`src/rtl/fetch_pc_ctrl_pkg.sv`:
```
`default_nettype none
// ============================================================================
//  Module   : fetch_pkg
//  Purpose  : Shared types and constants for the fetch PC controller:
//             sequencer state encoding, advance-length codes, reset vector.
//  Revision : 1.0  initial release
// ============================================================================
package fetch_pkg;

    // Fetch sequencer states
    typedef enum logic [1:0] {
        ST_LOAD = 2'd0,
        ST_RUN  = 2'd1,
        ST_HALT = 2'd2
    } fetch_state_e;

    // AdvLen_i encodings
    localparam logic ADV_ONE = 1'b0;
    localparam logic ADV_TWO = 1'b1;

    // Default PC loaded at reset
    localparam logic [15:0] DEF_RST_VEC = 16'h0000;

endpackage : fetch_pkg
`default_nettype wire

```
`src/rtl/fetch_pc_ctrl_if.sv`:
```
`default_nettype none
// ============================================================================
//  Module   : fetch_if
//  Purpose  : Control/fetch bundle between the core control (master) and the
//             fetch PC controller (slave). Carries advance/redirect/halt
//             requests in, and icmem address/load-mode plus PC status out.
//             RetireCnt_o exists only when RETIRE_CNT_EN is defined.
//  Revision : 1.0  initial release
// ============================================================================
interface fetch_if #(
    parameter int PCW = 16
);
    logic            Adv_i;
    logic            AdvLen_i;
    logic            Redirect_i;
    logic [PCW-1:0]  RedirectPc_i;
    logic            Halt_i;
    logic [PCW-1:0]  Addr_o;
    logic            ML_en_o;
    logic [PCW-1:0]  PcCurr_o;
    logic            InsValid_o;
    logic            Halted_o;
`ifdef RETIRE_CNT_EN
    logic [31:0]     RetireCnt_o;

    modport master (
        output Adv_i, AdvLen_i, Redirect_i, RedirectPc_i, Halt_i,
        input  Addr_o, ML_en_o, PcCurr_o, InsValid_o, Halted_o, RetireCnt_o
    );
    modport slave (
        input  Adv_i, AdvLen_i, Redirect_i, RedirectPc_i, Halt_i,
        output Addr_o, ML_en_o, PcCurr_o, InsValid_o, Halted_o, RetireCnt_o
    );
`else
    modport master (
        output Adv_i, AdvLen_i, Redirect_i, RedirectPc_i, Halt_i,
        input  Addr_o, ML_en_o, PcCurr_o, InsValid_o, Halted_o
    );
    modport slave (
        input  Adv_i, AdvLen_i, Redirect_i, RedirectPc_i, Halt_i,
        output Addr_o, ML_en_o, PcCurr_o, InsValid_o, Halted_o
    );
`endif
endinterface : fetch_if
`default_nettype wire

```
`src/rtl/fetch_pc_ctrl.sv`:
```
`default_nettype none
// ============================================================================
//  Module   : fetch_pc_ctrl
//  Purpose  : Program counter and fetch sequencer for the multi-cycle DLP
//             core. Drives the dual-port icmem address and load mode so the
//             icmem InsCurr/InsNext pair always tracks PcCurr/PcCurr+1
//             across reset, hold, 1/2-word advance and redirect; tracks halt.
//             Optional macro RETIRE_CNT_EN adds a 32-bit retire counter.
//  Revision : 1.0  initial release
// ============================================================================
module fetch_pc_ctrl
    import fetch_pkg::*;
#(
    parameter int             PCW     = 16,
    parameter logic [PCW-1:0] RST_VEC = PCW'(DEF_RST_VEC)
) (
    input  wire logic Clk_i,
    input  wire logic Rst_n_i,
    fetch_if.slave    bus
);

    fetch_state_e    state_q, state_d;
    logic [PCW-1:0]  pc_q, pc_d;
    logic            valid_q, valid_d;
    logic            halted_q, halted_d;
    logic [PCW-1:0]  fetch_addr;
    logic            fetch_ml_en;

    // Next-state, next-PC and icmem address/mode selection
    always_comb begin
        state_d     = state_q;
        pc_d        = pc_q;
        valid_d     = valid_q;
        halted_d    = halted_q;
        fetch_addr  = pc_q;
        fetch_ml_en = 1'b1;

        case (state_q)
            ST_LOAD: begin
                // First fill after reset; only a redirect can change the target
                state_d = ST_RUN;
                valid_d = 1'b1;
                if (bus.Redirect_i) begin
                    fetch_addr = bus.RedirectPc_i;
                    pc_d       = bus.RedirectPc_i;
                end
            end
            ST_RUN: begin
                if (bus.Redirect_i) begin
                    fetch_addr = bus.RedirectPc_i;
                    pc_d       = bus.RedirectPc_i;
                end else if (bus.Adv_i) begin
                    if (bus.Halt_i) begin
                        // Re-read the HALT word pair so icmem stays aligned
                        state_d  = ST_HALT;
                        halted_d = 1'b1;
                    end else if (bus.AdvLen_i == ADV_ONE) begin
                        // Stream: InsNext shifts into InsCurr, fetch PC+2 behind it
                        fetch_addr  = pc_q + PCW'(2);
                        fetch_ml_en = 1'b0;
                        pc_d        = pc_q + PCW'(1);
                    end else begin
                        // Skip the immediate word: reload the pair at PC+2
                        fetch_addr = pc_q + PCW'(2);
                        pc_d       = pc_q + PCW'(2);
                    end
                end
            end
            ST_HALT: begin
                // Target the redirect address so the restart is aligned
                if (bus.Redirect_i) begin
                    fetch_addr = bus.RedirectPc_i;
                    pc_d       = bus.RedirectPc_i;
                    state_d    = ST_RUN;
                    halted_d   = 1'b0;
                end
            end
            default: begin
                state_d = ST_LOAD;
            end
        endcase

        // Hold icmem on the reset vector while reset is asserted
        if (!Rst_n_i) begin
            fetch_addr  = RST_VEC;
            fetch_ml_en = 1'b1;
        end
    end

    // State, PC and status registers
    always_ff @(posedge Clk_i or negedge Rst_n_i) begin
        if (!Rst_n_i) begin
            state_q  <= ST_LOAD;
            pc_q     <= RST_VEC;
            valid_q  <= 1'b0;
            halted_q <= 1'b0;
        end else begin
            state_q  <= state_d;
            pc_q     <= pc_d;
            valid_q  <= valid_d;
            halted_q <= halted_d;
        end
    end

    assign bus.Addr_o     = fetch_addr;
    assign bus.ML_en_o    = fetch_ml_en;
    assign bus.PcCurr_o   = pc_q;
    assign bus.InsValid_o = valid_q;
    assign bus.Halted_o   = halted_q;

`ifdef RETIRE_CNT_EN
    logic [31:0] retire_cnt_q;
    logic        retire_inc;

    // Retire in RUN only; a redirect cycle is accounted for elsewhere
    assign retire_inc = (state_q == ST_RUN) && bus.Adv_i && !bus.Redirect_i;

    // Free-running retire counter, wraps at 2^32
    always_ff @(posedge Clk_i or negedge Rst_n_i) begin
        if (!Rst_n_i) begin
            retire_cnt_q <= 32'd0;
        end else if (retire_inc) begin
            retire_cnt_q <= retire_cnt_q + 32'd1;
        end
    end

    assign bus.RetireCnt_o = retire_cnt_q;
`endif

endmodule : fetch_pc_ctrl
`default_nettype wire

```
`src/flat_wrapper.sv`:
```
// flat-port wrapper written by rule: the top's interface ports become plain ports
module fetch_pc_ctrl_flat import fetch_pkg::*;
#(
    parameter int             PCW     = 16,
    parameter logic [PCW-1:0] RST_VEC = PCW'(DEF_RST_VEC)
)
  (Clk_i, Rst_n_i, bus_Adv_i, bus_AdvLen_i, bus_Redirect_i, bus_RedirectPc_i, bus_Halt_i, bus_Addr_o, bus_ML_en_o, bus_PcCurr_o, bus_InsValid_o, bus_Halted_o);
  fetch_if #(.PCW(PCW)) bus_i ();
  input  wire logic Clk_i;
  input  wire logic Rst_n_i;
  input wire logic [$bits(bus_i.Adv_i)-1:0] bus_Adv_i;
  input wire logic [$bits(bus_i.AdvLen_i)-1:0] bus_AdvLen_i;
  input wire logic [$bits(bus_i.Redirect_i)-1:0] bus_Redirect_i;
  input wire logic [$bits(bus_i.RedirectPc_i)-1:0] bus_RedirectPc_i;
  input wire logic [$bits(bus_i.Halt_i)-1:0] bus_Halt_i;
  output wire logic [$bits(bus_i.Addr_o)-1:0] bus_Addr_o;
  output wire logic [$bits(bus_i.ML_en_o)-1:0] bus_ML_en_o;
  output wire logic [$bits(bus_i.PcCurr_o)-1:0] bus_PcCurr_o;
  output wire logic [$bits(bus_i.InsValid_o)-1:0] bus_InsValid_o;
  output wire logic [$bits(bus_i.Halted_o)-1:0] bus_Halted_o;
  assign bus_i.Adv_i = bus_Adv_i;
  assign bus_i.AdvLen_i = bus_AdvLen_i;
  assign bus_i.Redirect_i = bus_Redirect_i;
  assign bus_i.RedirectPc_i = bus_RedirectPc_i;
  assign bus_i.Halt_i = bus_Halt_i;
  assign bus_Addr_o = bus_i.Addr_o;
  assign bus_ML_en_o = bus_i.ML_en_o;
  assign bus_PcCurr_o = bus_i.PcCurr_o;
  assign bus_InsValid_o = bus_i.InsValid_o;
  assign bus_Halted_o = bus_i.Halted_o;
  fetch_pc_ctrl #(.PCW(PCW), .RST_VEC(RST_VEC)) u_core (.Clk_i(Clk_i), .Rst_n_i(Rst_n_i), .bus(bus_i));
endmodule
```
`config.mk`:
```
export PLATFORM = sky130hd
export DESIGN_NAME = fetch_pc_ctrl_flat
export DESIGN_NICKNAME = d
export VERILOG_FILES = /design/src/rtl/fetch_pc_ctrl_pkg.sv /design/src/rtl/fetch_pc_ctrl_if.sv /design/src/rtl/fetch_pc_ctrl.sv /design/src/flat_wrapper.sv
export SDC_FILE = /design/constraint.sdc
export NUM_CORES = 1
export LEC_CHECK = 0
export CAP_MARGIN = 10
export CORE_ASPECT_RATIO = 1.4
export CORE_MARGIN = 8
export CORE_UTILIZATION = 45
export DETAILED_ROUTE_END_ITERATION = 10
export PLACE_DENSITY = 0.82
export RECOVER_POWER = 100
export SYNTH_ARGS = -nofsm -noshare
export SYNTH_HDL_FRONTEND = slang
export SYNTH_SLANG_ARGS = --single-unit
export TNS_END_PERCENT = 30
```
`constraint.sdc`:
```
create_clock -name Clk_i -period 2.1 [get_ports Clk_i]
set_clock_uncertainty 0.05 [all_clocks]
set_input_delay 0.315 -clock Clk_i [delete_from_list [all_inputs] [get_ports Clk_i]]
set_output_delay 0.315 -clock Clk_i [all_outputs]
set_load 0.05 [all_outputs]
```
==> metrics.yaml <==
status:
  status: "complete, but fails checks"
  violations: "negative setup slack"
pwr:
  p_leak_nw: 1.68
  peakVddDrop_v: 0.000519
  power_density_nw_per_um2: 730
clock_network:
  cts_buffers: 3
  ctsHtreeMaxLevel: 1
  path_clk_slew_ns: 0.09
  cts_sinks: 20
  clk_latency_ns: 0.27
  cts_root_buf: "clkbuf_8"
  cts_hold_buf: 0
  cts_tree: "yes"
  clockBufferDepth: 2
timing:
  setup_viol: 15
  finalHoldViolations: 0
  finalWorstSetupSlack_ns: -0.221
  max-slew-margin-rel_pct: 66.2
  fin_crit_sh_pct: 111
  finalSetupTns_ns: -1.57
  rsz0062_at_grt: "yes"
  period_needed_ns: 2.32
  drv_slew: 0
  tightest_slew_ns: 0.506
  max_freq_mhz: 431
synth:
  syn_area_per_cell_um2: 7.46
  synth_top_cell_area_share_pct: 23.2
  synth.most_common_cell: "nand2_1"
  synth.distinct_cells: 59
  async_flop_share_pct: 100
  synth.largest_area_cell: "dfrtp_1"
  synth_area_leaders: "dfrtp_1 23%, a21oi_1 6.3%, nand2_1 5.4%"
  ys_seq_elements: 20
  yosysWarnings: 0
  netlist_area_um2: 2160
  synth-edff-count: 0
  synthCells: 289
  synth_nets: 314
  ys_seq_area_share_pct: 23.2
  synth-main-ff-cell: "dfrtp_1"
  synth_common_cells: "31 x nand2_1, 27 x a21oi_1, 23 x nor2_1"
detailed_routing:
  ant_nets: 0
  drt_iter0_markers: 350
  wl_um: 10500
  vias: 3161
  vias_per_cell: 6.44
  drcViolationCount: 0
  wl_per_cell_um: 21.4
  first_pass_iters: 5
setup_path:
  crit_buf_inv: 1
  max_stage_delay_ns: 0.44
  crit_slowest_cell: "dfrtp_2"
  worstSetupPathType: "flop to output pin"
  worstPathCellList: "nand4_1 -> nor3_2 -> nand2_1 -> mux2i_2 -> o22ai_2 -> buf_12"
  cp_max_fo: 7
  endpoint_kind: "output pin"
  crit_family: "simple AND/OR/NAND/NOR gates"
  required_ns: 1.74
  worst_ep_arrival_time_ns: 1.96
  cp-start-kind: "flop"
cells_and_area:
  fin_util_pct: 84.7
  drive_gt1_share_pct: 44.3
  area_delta_synth_final_pct: 85.8
  antenna_cells: 0
  final_nets: 453
grt:
  grt-ovfl-total: 0
  grt_antenna_before_repair: 0
  grt_pass1_vias: 3032
  grt_usage_pct: 26.4
  grt_pass1_wl_um: 15200
  grt_max_degree: 26
placed_design:
  routabilityCongestion: 0.935
  place.port_buffers: 56
  hpwl_um: 7020
  dp_slack_ns: -0.353
floorplanning:
  die_area_um2: 7290
  ioPinCount: 57
  start_util_pct: 45.6
  fp-row-count: 30
  die_h_um: 97.9
  fp.dieW_um: 74.5
  coreArea_um2: 4730
job:
  maxCapViolCount: 0
worst_hold_path:
  hold_class: "flop to flop"
power breakdown:
group / leakage (nW) / internal, mW / switching, mW
clock: 0.0357 / 0.255 / 0.154
sequential: 0.214 / 0.458 / 0.114
combinational: 1.43 / 0.846 / 1.10
total: 1.68 / 1.56 / 1.36
cell type report:
| class | count | area (um^2) |
|---|---|---|
| flip-flops and latches | 20 | 515 |
| multi-input cells | 243 | 1840 |
| repair buffers | 155 | 1480 |
| well taps | 64 | 80.1 |
| fillers | 278 | 724 |
| clock inverters | 1 | 30.0 |
| clock buffers | 3 | 41.3 |
| inverters | 5 | 18.8 |
worst paths after layout:
check                      slack, ns                                from                            endpoint  cells after the start
setup / recovery               -0.22  u_core.bus.PcCurr_o[8]$_DFFE_PN0P_                      bus_Addr_o[14]                      6
hold / removal                  0.44   u_core.bus.InsValid_o$_DFFE_PN0P_   u_core.bus.InsValid_o$_DFFE_PN0P_                      1
setup reg to reg                0.06  u_core.bus.PcCurr_o[1]$_DFFE_PN0P_  u_core.bus.PcCurr_o[6]$_DFFE_PN0P_                     10
hold reg to reg                 0.44   u_core.bus.InsValid_o$_DFFE_PN0P_   u_core.bus.InsValid_o$_DFFE_PN0P_                      1
max in group asynchronous       0.97                             Rst_n_i  u_core.bus.PcCurr_o[2]$_DFFE_PN0P_                      3
min in group asynchronous       0.45                             Rst_n_i   u_core.bus.InsValid_o$_DFFE_PN0P_                      2
sequential cells by signal (all words and copies together) (netlist names):
name	flops
u_core.bus.InsValid_o	1
u_core.bus.PcCurr_o	16
u_core.bus.Halted_o	1
u_core.state_q	2
what timing repair did:
action | CTS | global route
pin swaps | 16 | 20
setup buffers | 15 | 9
setup endpoints to repair | 17 | 24
gates resized for setup | 39 | 28
cloned | 0 | 0
routing by layer:
metal | vias up | share of wire, % | global-route usage, %
li1 | 1386 | - | -
met1 | 1457 | 36 | 30.9
met2 | 236 | 48 | 43.6
met3 | 82 | 8.7 | 3.28
met4 | 0 | 6.7 | 15.5
met5 | - | 0 | 0
worst register-to-register path, cell delays in order, from the launching register on:
cell and delay [ns]:
dfrtp_2 0.45, buf_6 0.14, buf_4 0.14, ha_2 0.20
nand3_1 0.12, nor3_2 0.06, buf_4 0.14, buf_4 0.14
o2111a_1 0.22, a31oi_1 0.15, o211ai_1 0.11
through the flow:
| stage | cell area, um^2 | std cells | hold WS (ns) | total power [mW] |
|---|---|---|---|---|
| after floorplan | 2330 | 289 | -0.0306 | 1.52 |
| after global placement | 3540 | 463 | 0.418 | 2.17 |
| after detailed placement | 3540 | 463 | 0.425 | 2.18 |
| after CTS | 3820 | 482 | 0.383 | 2.71 |
| after global routing | 4010 | 491 | 0.449 | 3.03 |
| final | 4010 | 491 | 0.442 | 2.92 |
layout by cell type, fill, tap and decap left out, drive strengths merged, types with 6 or more instances in the layout:
cell type,synthesis,final
nand2b,7,7
nor3,10,10
a21oi,27,27
nand4,8,8
clkdlybuf4s50,0,30
nand2,32,32
nor2,23,23
buf,17,118
nand3,10,10
a22oi,7,7
o211ai,8,8
o21a,7,7
dfrtp,20,20
xnor2,6,6
o22ai,6,6
o21ai,19,19
cell families after synthesis:
family	Yosys count	synth area share [%]
buffers and inverters	26	5.92
flip-flops	20	23.2
AO/OA/AOI/OAI	114	36.0
adder cells (fa/ha/maj)	3	1.74
XOR/XNOR	9	3.66
AND/OR/NAND/NOR	114	28.0
multiplexers	3	1.39
Note: power is estimated with default switching activity, not from simulation.
